[config.mk]
export PLATFORM = sky130hd
export DESIGN_NAME = mem_ctrl
export DESIGN_NICKNAME = d
export VERILOG_FILES = /design/src/rtl/mem_pkg.sv /design/src/rtl/load_ext.sv /design/src/rtl/mem_ctrl.sv
export SDC_FILE = /design/constraint.sdc
export NUM_CORES = 1
export LEC_CHECK = 0
export ABC_AREA = 1
export CORE_MARGIN = 5
export CORE_UTILIZATION = 35
export DETAILED_ROUTE_END_ITERATION = 12
export GPL_TIMING_DRIVEN = 0
export SETUP_SLACK_MARGIN = 0.15
export SLEW_MARGIN = 20
export SYNTH_ARGS = -nofsm -noshare
export SYNTH_HDL_FRONTEND = slang
export SYNTH_SLANG_ARGS = --single-unit
export TNS_END_PERCENT = 5
[constraint.sdc]
create_clock -name clk -period 2.47 [get_ports clk]
set_input_delay 0.247 -clock clk [delete_from_list [all_inputs] [get_ports clk]]
set_output_delay 0.247 -clock clk [all_outputs]
set_load 0.05 [all_outputs]
[src/rtl/mem_pkg.sv]
// mem_pkg: shared size encodings, FSM states and stall-request values for mem_ctrl
package mem_pkg;

    localparam logic [1:0] SZ_BYTE = 2'd0;
    localparam logic [1:0] SZ_HALF = 2'd1;
    localparam logic [1:0] SZ_WORD = 2'd2;

    localparam logic Stop   = 1'b1;
    localparam logic NoStop = 1'b0;

    typedef enum logic [1:0] {IDLE, READ, WRITE} state_t;

    // Encoding 3 is treated as a word access
    function automatic logic [2:0] size_bytes(input logic [1:0] s);
        return s == SZ_BYTE ? 3'd1 : s == SZ_HALF ? 3'd2 : 3'd4;
    endfunction

endpackage

[src/rtl/load_ext.sv]
// load_ext: size and sign extension of assembled load data
// Ports: data (assembled little-endian bytes), size (SZ_*), sign_ext (1 = signed),
//        q (extended result)
module load_ext
    import mem_pkg::*;
(
    input  logic [31:0] data,
    input  logic [1:0]  size,
    input  logic        sign_ext,
    output logic [31:0] q
);

    assign q = size == SZ_BYTE ? {{24{sign_ext & data[7]}}, data[7:0]} :
               size == SZ_HALF ? {{16{sign_ext & data[15]}}, data[15:0]} :
               data;

endmodule

[src/rtl/mem_ctrl.sv]
// mem_ctrl: byte-serial controller serving IF fetches and MEM loads/stores on one 8-bit RAM port
// Ports: clk/rst; IF request (if_req, if_addr -> if_data, if_done); MEM request
//        (mem_req, mem_we, mem_addr, mem_wdata, mem_size, mem_signed -> mem_rdata, mem_done);
//        stall requests to the pipeline; RAM port (ram_addr, ram_we, ram_dout, ram_din).
module mem_ctrl
    import mem_pkg::*;
#(
    parameter int ADDR_W = 17
) (
    input  logic              clk,
    input  logic              rst,
    input  logic              if_req,
    input  logic [31:0]       if_addr,
    output logic [31:0]       if_data,
    output logic              if_done,
    input  logic              mem_req,
    input  logic              mem_we,
    input  logic [31:0]       mem_addr,
    input  logic [31:0]       mem_wdata,
    input  logic [1:0]        mem_size,
    input  logic              mem_signed,
    output logic [31:0]       mem_rdata,
    output logic              mem_done,
    output logic              stallreq_from_if,
    output logic              stallreq_from_mem,
    output logic [ADDR_W-1:0] ram_addr,
    output logic              ram_we,
    output logic [7:0]        ram_dout,
    input  logic [7:0]        ram_din
);

    state_t            state, state_nx;
    logic [ADDR_W-1:0] base;
    logic [2:0]        cnt, n;
    logic [1:0]        size, lane;
    logic              sgn, src_if, accept, fin;
    logic [31:0]       wdata, lanes, merged, ext;
    logic              unused_hi;

    assign unused_hi = ^{if_addr[31:ADDR_W], mem_addr[31:ADDR_W]};

    // Byte cnt-1 arrives on ram_din this cycle; cnt==4 wraps to lane 3
    assign lane = cnt[1:0] - 2'd1;

    always_ff @(posedge clk) begin
        if (rst) state <= IDLE;
        else     state <= state_nx;
    end

    // No accept in a done cycle: the requester still holds req until it sees done
    always_comb begin
        accept   = state == IDLE && !mem_done && !if_done && (mem_req || if_req);
        fin      = state == READ ? cnt == n : state == WRITE ? cnt == n - 3'd1 : 1'b0;
        state_nx = accept ? (mem_req && mem_we ? WRITE : READ) : fin ? IDLE : state;
        merged   = lanes;
        merged[{lane, 3'b000} +: 8] = ram_din;
    end

    always_ff @(posedge clk) begin
        if (rst) begin
            base      <= '0;
            cnt       <= '0;
            n         <= '0;
            size      <= '0;
            sgn       <= 1'b0;
            src_if    <= 1'b0;
            wdata     <= '0;
            lanes     <= '0;
            if_data   <= '0;
            mem_rdata <= '0;
            if_done   <= 1'b0;
            mem_done  <= 1'b0;
        end else begin
            if_done  <= 1'b0;
            mem_done <= 1'b0;
            if (accept) begin
                src_if <= !mem_req;
                base   <= mem_req ? mem_addr[ADDR_W-1:0] : if_addr[ADDR_W-1:0];
                size   <= mem_req ? mem_size : SZ_WORD;
                n      <= size_bytes(mem_req ? mem_size : SZ_WORD);
                sgn    <= mem_req & mem_signed;
                wdata  <= mem_wdata;
                lanes  <= '0;
                cnt    <= '0;
            end else if (state != IDLE) begin
                cnt <= cnt + 3'd1;
                if (state == READ && cnt != 3'd0) lanes <= merged;
                if (fin) begin
                    if (state == WRITE) begin
                        mem_done <= 1'b1;
                    end else if (src_if) begin
                        if_data <= merged;
                        if_done <= 1'b1;
                    end else begin
                        mem_rdata <= ext;
                        mem_done  <= 1'b1;
                    end
                end
            end
        end
    end

    load_ext u_ext (
        .data     (merged),
        .size     (size),
        .sign_ext (sgn),
        .q        (ext)
    );

    // Byte k of the transaction sits at base+k; the adder wraps modulo 2^ADDR_W
    assign ram_addr          = base + ADDR_W'(cnt);
    assign ram_dout          = wdata[{cnt[1:0], 3'b000} +: 8];
    assign ram_we            = state == WRITE && !rst;
    assign stallreq_from_if  = if_req && !if_done ? Stop : NoStop;
    assign stallreq_from_mem = mem_req && !mem_done ? Stop : NoStop;

endmodule

==> results of run 1 <==
==> state kept, by name, summed over array words and instances, names as in the netlist <==
signal     count
mem_rdata     32
wdata         32
src_if         1
size           1
if_data       32
sgn            1
mem_done       1
cnt            3
if_done        1
base          17
n              3
state          2
lanes         32
==> critical path: stages, from the launching register on <==
cell and delay, ns:
dfxtp_4 0.40, ha_4 0.15, fa_2 0.20, nand2_2 0.06, a21boi_4 0.18, nand2_2 0.09
nor2_4 0.17, nand2_2 0.11, xor2_4 0.17, buf_6 0.15
==> cell families (layout without fill, tap and decap cells) <==
family	Yosys count	in the layout	share of synthesized area, %
AO/OA/AOI/OAI	216	216	14.83
flip-flops	158	158	41.70
XOR/XNOR	18	18	2.079
adder cells (fa/ha/maj)	11	11	1.914
buffers and inverters	173	387	9.304
AND/OR/NAND/NOR	566	566	30.17
==> synthesized netlist by cell type, drive strengths merged <==
master  instances  area (sq um)
dfxtp         158          3163
nor3           10         66.32
nand4          10         62.56
ha             10         125.1
o22ai           9         56.30
xnor2           3         26.28
buf            35         187.7
clkinv          4         15.01
xor2           15         131.4
o31ai           1         7.510
inv           108         405.4
clkbuf         26         97.59
nand2         279          1052
a31oi           5         31.28
fa              1         20.02
nand3          58         295.3
nor2          209         812.0
a21boi          8         60.06
o21ai         105         525.5
a21oi          88         444.2
==> worst max path at each step <==
stage               slack, ns      endpoint  depth (start not counted)
floorplan                0.02   ram_addr[8]                          6
global placement        -0.91  ram_addr[10]                          9
detailed placement      -0.91  ram_addr[10]                          9
CTS                      0.07  ram_addr[10]                          9
global route             0.03  ram_addr[10]                          9
finish                   0.11  ram_addr[10]                          9
==> layout by cell type (no fill, tap or decap), types with 3 or more instances in the layout <==
| cell type | count |
|---|---|
| a31oi_1 | 4 |
| o21ai_0 | 93 |
| dfxtp_4 | 3 |
| nand4_1 | 10 |
| buf_2 | 32 |
| xor2_1 | 11 |
| buf_1 | 3 |
| clkdlybuf4s15_2 | 9 |
| a21oi_1 | 87 |
| clkbuf_16 | 17 |
| clkinvlp_4 | 3 |
| o22ai_1 | 9 |
| nand3_1 | 56 |
| nor2_1 | 198 |
| buf_4 | 21 |
| xor2_2 | 3 |
| ha_1 | 7 |
| o21ai_2 | 6 |
| nor3_1 | 8 |
| clkinv_2 | 4 |
| inv_2 | 6 |
| o21ai_1 | 4 |
| buf_6 | 3 |
| clkbuf_1 | 27 |
| xnor2_1 | 3 |
| inv_1 | 101 |
| bufinv_16 | 4 |
| clkdlybuf4s50_1 | 149 |
| ha_4 | 3 |
| nand2_2 | 8 |
| a21boi_1 | 5 |
| dfxtp_1 | 154 |
| nand2_1 | 271 |
| nor2_4 | 5 |
| nor2_2 | 6 |
==> metrics by stage <==
stage,setup TNS [ns],std cells
floorplan,0,1142
global placement,-38.12,1591
detailed placement,-36.16,1591
CTS,0,1627
global route,0,1631
finish,0,1631
==> cell type report <==
cell class,count,share of cell area (%)
Multi-Input combinational cell,811,37.21
Sequential cell,158,30.09
Timing Repair Buffer,182,16.78
Clock buffer,22,4.303
Inverter,112,4.043
Tap cell,275,3.260
Buffer,61,2.774
Clock inverter,10,1.541
==> report_power, final <==
| part | internal (mW) | total, mW | switching [mW] |
|---|---|---|---|
| registers | 2.78 | 2.95 | 0.161 |
| logic | 0.758 | 2.34 | 1.58 |
| clock network | 1.72 | 2.78 | 1.06 |
==> metal layers <==
metal	track usage, %	wire length [um]
met3	3.079	1685
met4	5.940	484
met1	28.18	11680
met5	0	0
met2	32.28	11240
==> repair_timing <==
item                                   4_1_cts  5_1_grt
hold buffers                                 0        0
endpoints found under the hold margin        0        0
setup endpoints to repair                  122       87
resized for setup                          163       19
buffers inserted                             4        4
pin swaps                                    7        4
==> impl_metrics.csv, run 1 <==
group,metric,value,unit
routing,vias,7882,
placed_design,portBuffers,174,
floorplan,core,21150,sq um
pwr,p_per_area,764.0,nW/um^2
sta,maxSlewHeadroom,51.94,%
finish,diodes,0,
sta,hold_viol_final,0,
sta,hold-worst-slack,0.3017,ns
worst_setup_path,reg2reg_slack,0.20,ns
clocking,insertion_delay,0.43,ns
routing,avgViaCountPerCell,4.833,
clocking,htree_levels,4,
routing,wirelength,25090,um
worst_hold_path,hold-path-cell-count,4,
worst_setup_path,worst_setup_path_end_kind,"output pin",
finish,drive_above_1_share,11.06,%
sta,finalCritPeriodShare,95.44,%
sta,fmax,0.4242,GHz
sta,skew,0.01020,ns
synth,ys_ff_latch,158,
synth,syn_nets,1265,
worst_setup_path,rr_worst_depth,11,
clocking,cts_tree,"yes",
worst_setup_path,crit_required,2.22,ns
pwr,power_leakage,4.569,nW
routing,wl_per_cell,15.38,um
placed_design,place_ws,-0.9140,ns
synth,netlist_area,7585,sq um
finish,utilization,49.89,%
finish,regArea,3176,sq um
grt,antenna_found_initial,0,
pwr,p_total,8.063,mW
worst_hold_path,min_from,"rst",
sta,fin_crit,2.357,ns
worst_setup_path,cp.arrival,2.11,ns
clocking,clockBufferDepth,2,
finish,finalNetCount,1466,
sta,worst_slack,0.1127,ns
pwr,peakVddDrop,450.9,uV
clocking,clkTransAtPathRegs,0.06,ns
worst_setup_path,r2r-end,"if_data[8]$_SDFFE_PP0P_",
flow_run,cap_violations,0,
grt,grt.overflow.total,0,
floorplan,die_y,157.2,um
sta,rsz0062_at_grt,"yes",
worst_setup_path,cp_max_fo,4,
routing,ant_nets,0,
sta,setup_violations,0,
clocking,cts_root_buf,"clkbuf_16",
worst_setup_path,critPathLaunchType,"flop",
floorplan,die_w,157.2,um
clocking,clkSinkCount,158,
finish,design_area,10550,sq um
outcome,run_status,"completed",
floorplan,start_util,35.85,%
finish,nFillCells,2158,
synth,seq_area_frac_synth,41.70,%
worst_hold_path,min_to,"mem_rdata[17]$_SDFFE_PP0P_",
routing,drc_errors,0,
finish,multi_input_area,3928,sq um
grt,grt_usage,20.15,%
clocking,cts_buffers,17,
routing,drtIter0Drc,580,
sta,slew_viol_final,0,
worst_hold_path,hp-class,"in -> reg",
routing,first_pass_iters,5,
placed_design,dpl.hpwl,19230,um
floorplan,fp-row-count,53,
worst_setup_path,worstSetupPathType,"reg -> out",
worst_setup_path,startpoint,"cnt[0]$_SDFFE_PP0P_",
floorplan,io_pins,206,
synth,synth_cell_types,31,
grt,grt_max_degree,17,
floorplan,die-area,24720,sq um
grt,grt_pass1_wl,39070,um
placed_design,place_congestion,0.8900,
grt,grt_pass1_vias,7259,
synth,syn_avg_cell_area,6.642,sq um
synth,netlist_instances,1142,
worst_setup_path,worst_r2r_startpoint,"cnt[0]$_SDFFE_PP0P_",
placed_design,placed_area,9712,sq um
synth,ys_warn_count,0,
finish,areaGrowthSynthToFinish,39.15,%
sta,tightest_slew,0.7209,ns
No activity file was read; power rests on OpenSTA's default activity.
==> run 2, diff against run 1 <==
==> constraint.sdc (replaced) <==
create_clock -name clk -period 2.5 [get_ports clk]
set_input_delay 0.25 -clock clk [delete_from_list [all_inputs] [get_ports clk]]
set_output_delay 0.25 -clock clk [all_outputs]
set_load 0.05 [all_outputs]
==> run 2 against run 1 <==
Against the previous run: clock-buffer cell count unchanged; highest routed layer unchanged; non-clock buffer count is 1 higher; via count barely moved; final cell count barely moved; hold slack improved by 0.0016 ns; sequential share of layout area hardly changed.
==> impl_metrics.csv, run 2 (synthesized netlist as in run 1, its figures left out) <==
group,metric,value,unit
outcome,run_status,"completed",
routing,drc_errors,0,
sta,fmax,0.4161,GHz
sta,fin_crit,2.404,ns
worst_hold_path,min_to,"mem_rdata[17]$_SDFFE_PP0P_",
worst_setup_path,worst_setup_path_end_kind,"output pin",
routing,avgViaCountPerCell,4.831,
floorplan,io_pins,206,
flow_run,cap_violations,0,
pwr,p_total,7.952,mW
grt,grt_usage,20.17,%
sta,maxSlewHeadroom,54.86,%
sta,slew_viol_final,0,
sta,finalCritPeriodShare,96.14,%
routing,wl_per_cell,15.35,um
worst_setup_path,r2r-end,"mem_rdata[2]$_SDFFE_PP0P_",
routing,drtIter0Drc,670,
worst_hold_path,hp-class,"in -> reg",
grt,antenna_found_initial,0,
clocking,cts_buffers,17,
placed_design,dpl.hpwl,19230,um
pwr,power_leakage,4.608,nW
worst_setup_path,worstSetupPathType,"reg -> out",
floorplan,core,21150,sq um
grt,grt_pass1_wl,39140,um
clocking,hold_buffers,0,
finish,regArea,3173,sq um
worst_hold_path,hold-path-cell-count,4,
worst_hold_path,min_from,"rst",
clocking,cts_root_buf,"clkbuf_16",
grt,grt_pass1_vias,7261,
placed_design,portBuffers,174,
floorplan,die-area,24720,sq um
placed_design,place_congestion,0.8900,
sta,hold_viol_final,0,
worst_setup_path,worst_r2r_startpoint,"cnt[1]$_SDFFE_PP0P_",
clocking,clkSinkCount,158,
clocking,clockBufferDepth,2,
placed_design,dpl.cell_count,1591,
clocking,cts_tree,"yes",
worst_setup_path,critPathLaunchType,"flop",
floorplan,die_y,157.2,um
clocking,insertion_delay,0.43,ns
grt,grt_max_degree,17,
floorplan,start_util,35.85,%
grt,grt.overflow.total,0,
clocking,htree_levels,4,
clocking,clkTransAtPathRegs,0.06,ns
sta,setup_violations,0,
pwr,p_per_area,753.0,nW/um^2
routing,vias,7884,
floorplan,fp-row-count,53,
finish,drive_above_1_share,11.05,%
finish,multi_input_area,3940,sq um
routing,first_pass_iters,5,
routing,ant_nets,0,
placed_design,placed_area,9712,sq um
worst_setup_path,crit_required,2.25,ns
finish,final_cell_mix,"nand2_1 (270), nor2_1 (198), dfxtp_1 (154)",
finish,final_cells,1632,
worst_setup_path,cp_max_fo,4,
sta,rsz0062_at_grt,"yes",
floorplan,die_w,157.2,um
finish,design_area,10560,sq um
worst_setup_path,cp.arrival,2.15,ns
finish,diodes,0,
routing,wirelength,25060,um
sta,skew,0.007884,ns
finish,areaGrowthSynthToFinish,39.24,%
finish,nFillCells,2159,
worst_setup_path,rr_worst_depth,9,
sta,tightest_slew,0.6771,ns
worst_setup_path,reg2reg_slack,0.27,ns
pwr,peakVddDrop,440.7,uV
finish,mostFrequentLayoutCell,"nand2_1",
finish,finalNetCount,1467,
## run 2: timing repair
action | in CTS | in global routing
gates resized for setup | 151 | 36
setup buffers | 3 | 6
setup endpoints to repair | 121 | 93
pin swaps | 7 | 10
## run 2: metal layers
metal | up-vias | global-route usage [%] | part of all wire [%]
met5 | - | 0 | 0
met4 | 0 | 5.653 | 1.7
met3 | 32 | 3.024 | 6.5
met2 | 236 | 32.38 | 45
met1 | 3587 | 28.31 | 47
li1 | 4029 | - | -
## run 2: where the power goes
part | total [mW] | switching, mW | internal [mW]
sequential | 2.91 | 0.159 | 2.75
clock | 2.73 | 1.03 | 1.70
combinational | 2.31 | 1.57 | 0.747
## run 2: worst max path at each step
stage | startpoint | to | slack, ns | depth (start not counted)
finish | cnt[0]$_SDFFE_PP0P_ | ram_addr[10] | 0.1 | 9
global route | cnt[0]$_SDFFE_PP0P_ | ram_addr[10] | 0.02 | 9
CTS | cnt[0]$_SDFFE_PP0P_ | ram_addr[10] | 0.06 | 9
detailed placement | cnt[0]$_SDFFE_PP0P_ | ram_addr[10] | -0.89 | 9
global placement | cnt[0]$_SDFFE_PP0P_ | ram_addr[10] | -0.88 | 9
floorplan | cnt[0]$_SDFFE_PP0P_ | ram_addr[8] | 0.05 | 6
## run 2: metrics by stage
step / util [%] / TNS, ns / setup slack, ns / hold slack [ns]
global placement: 45.91 / -34.91 / -0.8789 / 0.4602
floorplan: - / 0 / 0.05075 / 0.3523
global route: 49.93 / 0 / 0.01951 / 0.3315
detailed placement: 45.91 / -32.96 / -0.8870 / 0.4666
CTS: 49.44 / 0 / 0.05609 / 0.3066
finish: 49.93 / 0 / 0.09644 / 0.3032
## run 2: critical path: stages (launching register included)
cell	delay (ns)
dfxtp_4	0.40
ha_4	0.15
fa_2	0.21
nand2_2	0.07
a21boi_4	0.18
nand2_2	0.09
nor2_4	0.18
nand2_4	0.09
xor2_4	0.20
buf_6	0.15
## run 2: area by class of cell
| type | count | share of cell area, % |
|---|---|---|
| flip-flops and latches | 158 | 30.04 |
| multi-input cells | 811 | 37.31 |
| clock buffers | 22 | 4.300 |
| well taps | 275 | 3.258 |
| plain buffers | 61 | 2.772 |
| inverters | 112 | 4.040 |
| repair buffers | 183 | 16.74 |
| clock inverters | 10 | 1.540 |
==> run 3, diff against run 2 <==
--- a/config.mk
+++ b/config.mk
@@ -6,6 +6,7 @@
 export NUM_CORES = 1
 export LEC_CHECK = 0
 export ABC_AREA = 1
+export CAP_MARGIN = 5
 export CORE_MARGIN = 5
 export CORE_UTILIZATION = 35
 export DETAILED_ROUTE_END_ITERATION = 12
==> results of run 3 <==
No change in the layout: final DEF, timing and power equal those of run 2.
